File: config.mk
export PLATFORM = sky130hd
export DESIGN_NAME = bitonic_frame_loader_flat
export DESIGN_NICKNAME = d
export VERILOG_FILES = /design/src/rtl/bitonic_frame_loader_if.sv /design/src/rtl/bitonic_frame_loader.sv /design/src/flat_wrapper.sv
export SDC_FILE = /design/constraint.sdc
export NUM_CORES = 1
export LEC_CHECK = 0
export CORE_MARGIN = 1
export CORE_UTILIZATION = 50
export CTS_CLUSTER_DIAMETER = 80
export DETAILED_ROUTE_END_ITERATION = 8
export GPL_TIMING_DRIVEN = 0
export HOLD_SLACK_MARGIN = 0.15
export PLACE_DENSITY = 0.85
export SYNTH_ARGS = -nofsm -noshare
export SYNTH_HDL_FRONTEND = slang
export SYNTH_SLANG_ARGS = --single-unit
File: constraint.sdc
create_clock -name clk -period 11.45 [get_ports clk]
set_clock_uncertainty 0.1 [all_clocks]
set_input_delay 1.7175 -clock clk [delete_from_list [all_inputs] [get_ports clk]]
set_output_delay 1.7175 -clock clk [all_outputs]
set_load 0.005 [all_outputs]
File: src/rtl/bitonic_frame_loader_if.sv
// Stream-in / frame-out bus between the serial source, the frame loader and the sort network.
// The slave modport is the loader's view; the master modport is the driver/monitor side.
interface bitonic_frame_loader_if #(
  parameter int unsigned W = 32,
  parameter int unsigned N = 8
) ();
  logic [W-1:0]             in_data;
  logic                     in_valid;
  logic                     in_ready;
  logic                     in_last;
  logic                     in_dir;
  logic [N*W-1:0]           out_data;
  logic                     out_valid;
  logic                     out_ready;
  logic                     out_dir;
  logic [$clog2(N+1)-1:0]   out_count;

  modport slave (
    input  in_data, in_valid, in_last, in_dir, out_ready,
    output in_ready, out_data, out_valid, out_dir, out_count
  );

  modport master (
    output in_data, in_valid, in_last, in_dir, out_ready,
    input  in_ready, out_data, out_valid, out_dir, out_count
  );
endinterface

File: src/rtl/bitonic_frame_loader.sv
// Collects a serial word stream into an N-lane frame, pads short frames so the pad sorts to
// the tail for the frame's direction, and holds the frame until the sort network takes it.
module bitonic_frame_loader #(
  parameter int unsigned W = 32,
  parameter int unsigned N = 8
) (
  input logic                  clk,
  input logic                  rst,
  bitonic_frame_loader_if.slave bus
);
  localparam int unsigned CW = $clog2(N + 1);
  localparam int unsigned IW = $clog2(N);

  localparam logic [1:0] ST_FILL = 2'd0;
  localparam logic [1:0] ST_PAD  = 2'd1;
  localparam logic [1:0] ST_HOLD = 2'd2;

  logic [1:0]    r_state;
  logic [IW-1:0] r_idx;
  logic [W-1:0]  r_lane [N];
  logic          r_dir;
  logic [CW-1:0] r_count;
  logic          w_accept;
  logic [N*W-1:0] w_out_data;

  // Gate ready with rst so no word is taken while reset is asserted.
  assign bus.in_ready  = (r_state == ST_FILL) && !rst;
  assign w_accept      = bus.in_valid && bus.in_ready;
  assign bus.out_valid = (r_state == ST_HOLD);
  assign bus.out_dir   = r_dir;
  assign bus.out_count = r_count;
  assign bus.out_data  = w_out_data;

  always_comb begin
    w_out_data = '0;
    for (int k = 0; k < N; k++) begin
      w_out_data[k*W +: W] = r_lane[k];
    end
  end

  always_ff @(posedge clk or posedge rst) begin
    if (rst) begin
      r_state <= ST_FILL;
      r_idx   <= '0;
      r_dir   <= 1'b0;
      r_count <= '0;
      for (int k = 0; k < N; k++) begin
        r_lane[k] <= '0;
      end
    end else begin
      case (r_state)
        ST_FILL: begin
          if (w_accept) begin
            r_lane[r_idx] <= bus.in_data;
            if (r_idx == '0) begin
              r_dir <= bus.in_dir;
            end
            if (r_idx == IW'(N - 1)) begin
              r_state <= ST_HOLD;
              r_count <= CW'(N);
              r_idx   <= '0;
            end else begin
              r_idx <= r_idx + IW'(1);
              if (bus.in_last) begin
                r_state <= ST_PAD;
                r_count <= CW'(r_idx) + CW'(1);
              end
            end
          end
        end
        ST_PAD: begin
          // All-ones pad sorts last ascending; all-zeros sorts last descending.
          for (int k = 0; k < N; k++) begin
            if (CW'(k) >= r_count) begin
              r_lane[k] <= {W{~r_dir}};
            end
          end
          r_state <= ST_HOLD;
        end
        ST_HOLD: begin
          if (bus.out_ready) begin
            r_state <= ST_FILL;
            r_idx   <= '0;
          end
        end
        default: r_state <= ST_FILL;
      endcase
    end
  end
endmodule

File: src/flat_wrapper.sv
// flat-port wrapper written by rule: the top's interface ports become plain ports
module bitonic_frame_loader_flat 
#(
  parameter int unsigned W = 32,
  parameter int unsigned N = 8
)
  (clk, rst, bus_in_data, bus_in_valid, bus_in_last, bus_in_dir, bus_out_ready, bus_in_ready, bus_out_data, bus_out_valid, bus_out_dir, bus_out_count);
  bitonic_frame_loader_if #(.W(W), .N(N)) bus_i ();
  input logic clk;
  input logic rst;
  input wire logic [$bits(bus_i.in_data)-1:0] bus_in_data;
  input wire logic [$bits(bus_i.in_valid)-1:0] bus_in_valid;
  input wire logic [$bits(bus_i.in_last)-1:0] bus_in_last;
  input wire logic [$bits(bus_i.in_dir)-1:0] bus_in_dir;
  input wire logic [$bits(bus_i.out_ready)-1:0] bus_out_ready;
  output wire logic [$bits(bus_i.in_ready)-1:0] bus_in_ready;
  output wire logic [$bits(bus_i.out_data)-1:0] bus_out_data;
  output wire logic [$bits(bus_i.out_valid)-1:0] bus_out_valid;
  output wire logic [$bits(bus_i.out_dir)-1:0] bus_out_dir;
  output wire logic [$bits(bus_i.out_count)-1:0] bus_out_count;
  assign bus_i.in_data = bus_in_data;
  assign bus_i.in_valid = bus_in_valid;
  assign bus_i.in_last = bus_in_last;
  assign bus_i.in_dir = bus_in_dir;
  assign bus_i.out_ready = bus_out_ready;
  assign bus_in_ready = bus_i.in_ready;
  assign bus_out_data = bus_i.out_data;
  assign bus_out_valid = bus_i.out_valid;
  assign bus_out_dir = bus_i.out_dir;
  assign bus_out_count = bus_i.out_count;
  bitonic_frame_loader #(.W(W), .N(N)) u_core (.clk(clk), .rst(rst), .bus(bus_i));
endmodule
==> qor.yml <==
clk_root_buffer_cell: "clkbuf_16"
setup_viol: 0
synth_area_um2: 12100
drive_above_1_share_pct: 19.6
period_minus_slack_ns: 4.88
finalSetupTns_ns: 0
seq_area_frac_synth_pct: 55.2
syn_area_per_cell_um2: 11.5
drtPass1Iterations: 5
fin_nets: 1423
combPwrFrac_pct: 43.3
die_x_um: 157
cts-resized-gates: 0
synth_area_leaders: "dfrtp_1 (55%), mux2_2 (13%), o21ai_0 (9.4%)"
cts_tree: "yes"
grt_pass1_wl_um: 59900
clockBufferDepth: 3
io_buffers: 300
synth_edf_count: 0
cp_data_required_time_ns: 9.63
swShare_pct: 33.3
ios: 301
finalWorstSetupSlack_ns: 6.57
cts_max_level: 1
crit_path_end_kind: "output port"
grtUsageTotal_pct: 32.2
hold_buffers: 0
p_sw_mw: 1.43
status: "completed"
path_class: "in -> out"
maxSlewViolCount: 0
tightest_slew_ns: 1.13
initial_core_util_pct: 51.3
vdd_drop_max_mv: 0.163
timing.final.hold_violations: 0
ys.flop_type: "dfrtp_1"
fin_area_um2: 16400
seq_power_share_pct: 36.2
drc: 0
async_flop_share_pct: 100
drt_iter0_markers: 818
hpwl_um: 29100
synth_seq_cells: 266
rows: 56
grt_pass1_vias: 10306
grt_max_degree: 134
yosys_warnings: 0
finalNonFillerCells: 1719
synth_top_area_cell: "dfrtp_1"
worstPathArrival_ns: 3.07
finalWirelength_um: 39600
cts_buffers: 28
routedWlPerCell_um: 23.1
intPower_mw: 2.85
yosysUniqueCellTypes: 43
core-area_um2: 23500
place_ws_ns: 6.57
cap_violations: 0
total_power_mw: 4.28
synth_nets: 1091
detail-route-antenna-nets: 0
clock_latency_ns: 0.53
synthCells: 1050
synth_top_area_share_pct: 55.2
final_util_pct: 69.7
power_density_nw_per_um2: 261
antenna_found_initial: 2
hold_class: "reg -> reg"
path_max_fanout: 5
vias: 10035
post-cts-setup-buffers: 0
placed_area_um2: 15500
grt_overflow: 0
cts_sinks: 266
dp.cells: 1671
dieArea_um2: 24800
viasPerCell: 5.84
fmax_ghz: 0.205
startpoint_type: "primary input"
whs_ns: 0.403
finalCritPeriodShare_pct: 42.7
slew_headroom_pct: 23.6
clk_pin_slew_worst_paths_ns: 0.06
gp_congestion: 0.905
die-height_um: 157
clockPowerShare_pct: 20.5
syn_to_final_growth_pct: 36.0
p_leak_nw: 7.43
rsz0062_at_grt: "no"
[routing by layer]
layer | global-route usage, % | routed length [um] | up-vias
met5 | 0 | 0 | -
met2 | 50.9 | 18800 | 493
met3 | 6.25 | 2980 | 103
met1 | 42.6 | 16200 | 5046
li1 | - | - | 4393
met4 | 15.3 | 1660 | 0
[path summary, 6_finish.rpt]
kind / slack (ns) / to / cells after the start / start
min in group asynchronous: 1.50 / u_core.bus.out_data[157] / 2 / rst
worst max register to register: 8.54 / u_core.bus.out_data[124] / 6 / u_core.r_idx[0]
worst min-delay path: 0.40 / u_core.bus.out_data[171] / 1 / u_core.bus.out_data[171]
worst min register to register: 0.40 / u_core.bus.out_data[171] / 1 / u_core.bus.out_data[171]
max in group asynchronous: 8.86 / u_core.bus.out_data[40] / 3 / rst
worst max-delay path: 6.57 / bus_in_ready / 3 / rst
[power by group through the flow]
stage	combinational (mW)	sequential (mW)	clock, mW
after floorplan	0.795	1.52	0
after CTS	1.85	1.54	0.884
after global placement	1.78	1.54	0
after detailed placement	1.84	1.55	0
final	1.85	1.55	0.876
after global routing	1.99	1.58	0.924
[layout by cell type (no fill, tap or decap), drive strengths merged, types with 4 or more instances in the layout]
| cell type | instances |
|---|---|
| clkdlybuf4s50 | 300 |
| dfrtp | 266 |
| o21ai | 227 |
| mux2 | 196 |
| clkbuf | 103 |
| a21oi | 72 |
| nand2 | 70 |
| nor2 | 38 |
| buf | 37 |
| a2bb2oi | 32 |
| inv | 7 |
| nor3 | 6 |
| clkinv | 5 |
| nor2b | 4 |
| o22ai | 4 |
[kinds of logic (layout without fill, tap and decap cells)]
kind of cell,Yosys count,count (layout),synth area share [%]
AOI/OAI and AO/OA,346,346,15.8
adders and majority gates,3,3,0.311
buffers and inverters,104,453,3.95
DFF,266,266,55.2
muxes,197,197,19.9
other,0,1,0
and+or+nand+nor,134,134,4.86
[cell usage after synthesis, types with 3 or more instances]
library cell    n
dfrtp_1       266
o21ai_0       226
mux2_2        138
a21oi_1        72
nand2_1        68
clkbuf_1       61
mux2_4         50
nor2_1         38
a2bb2oi_1      32
buf_2          27
mux2_1          8
buf_6           7
inv_1           6
nor3_1          6
nor2b_1         4
o22ai_1         4
a22oi_1         3
ha_1            3
nand2b_1        3
nand3_1         3
[worst max-delay path: stages]
cell and delay [ns]:
clkdlybuf4s50_1 0.58, nor3_1 0.24, clkdlybuf4s50_1 0.54
[cell type report]
cell class | count | area (um2)
Antenna cell | 1 | 2.50
Buffer | 96 | 447
Clock buffer | 42 | 825
Clock inverter | 5 | 50.0
Fill cell | 1742 | 7130
Inverter | 8 | 37.5
Multi-Input combinational cell | 680 | 4930
Sequential cell | 266 | 6660
Tap cell | 319 | 399
Timing Repair Buffer | 302 | 3060
[flip-flops by register name (all words and copies together) (netlist names)]
signal and count:
u_core.bus.out_count 4, u_core.bus.out_data 256, u_core.bus.out_dir 1, u_core.r_idx 3, u_core.r_state 2
Note: power is estimated with default switching activity, not from simulation.
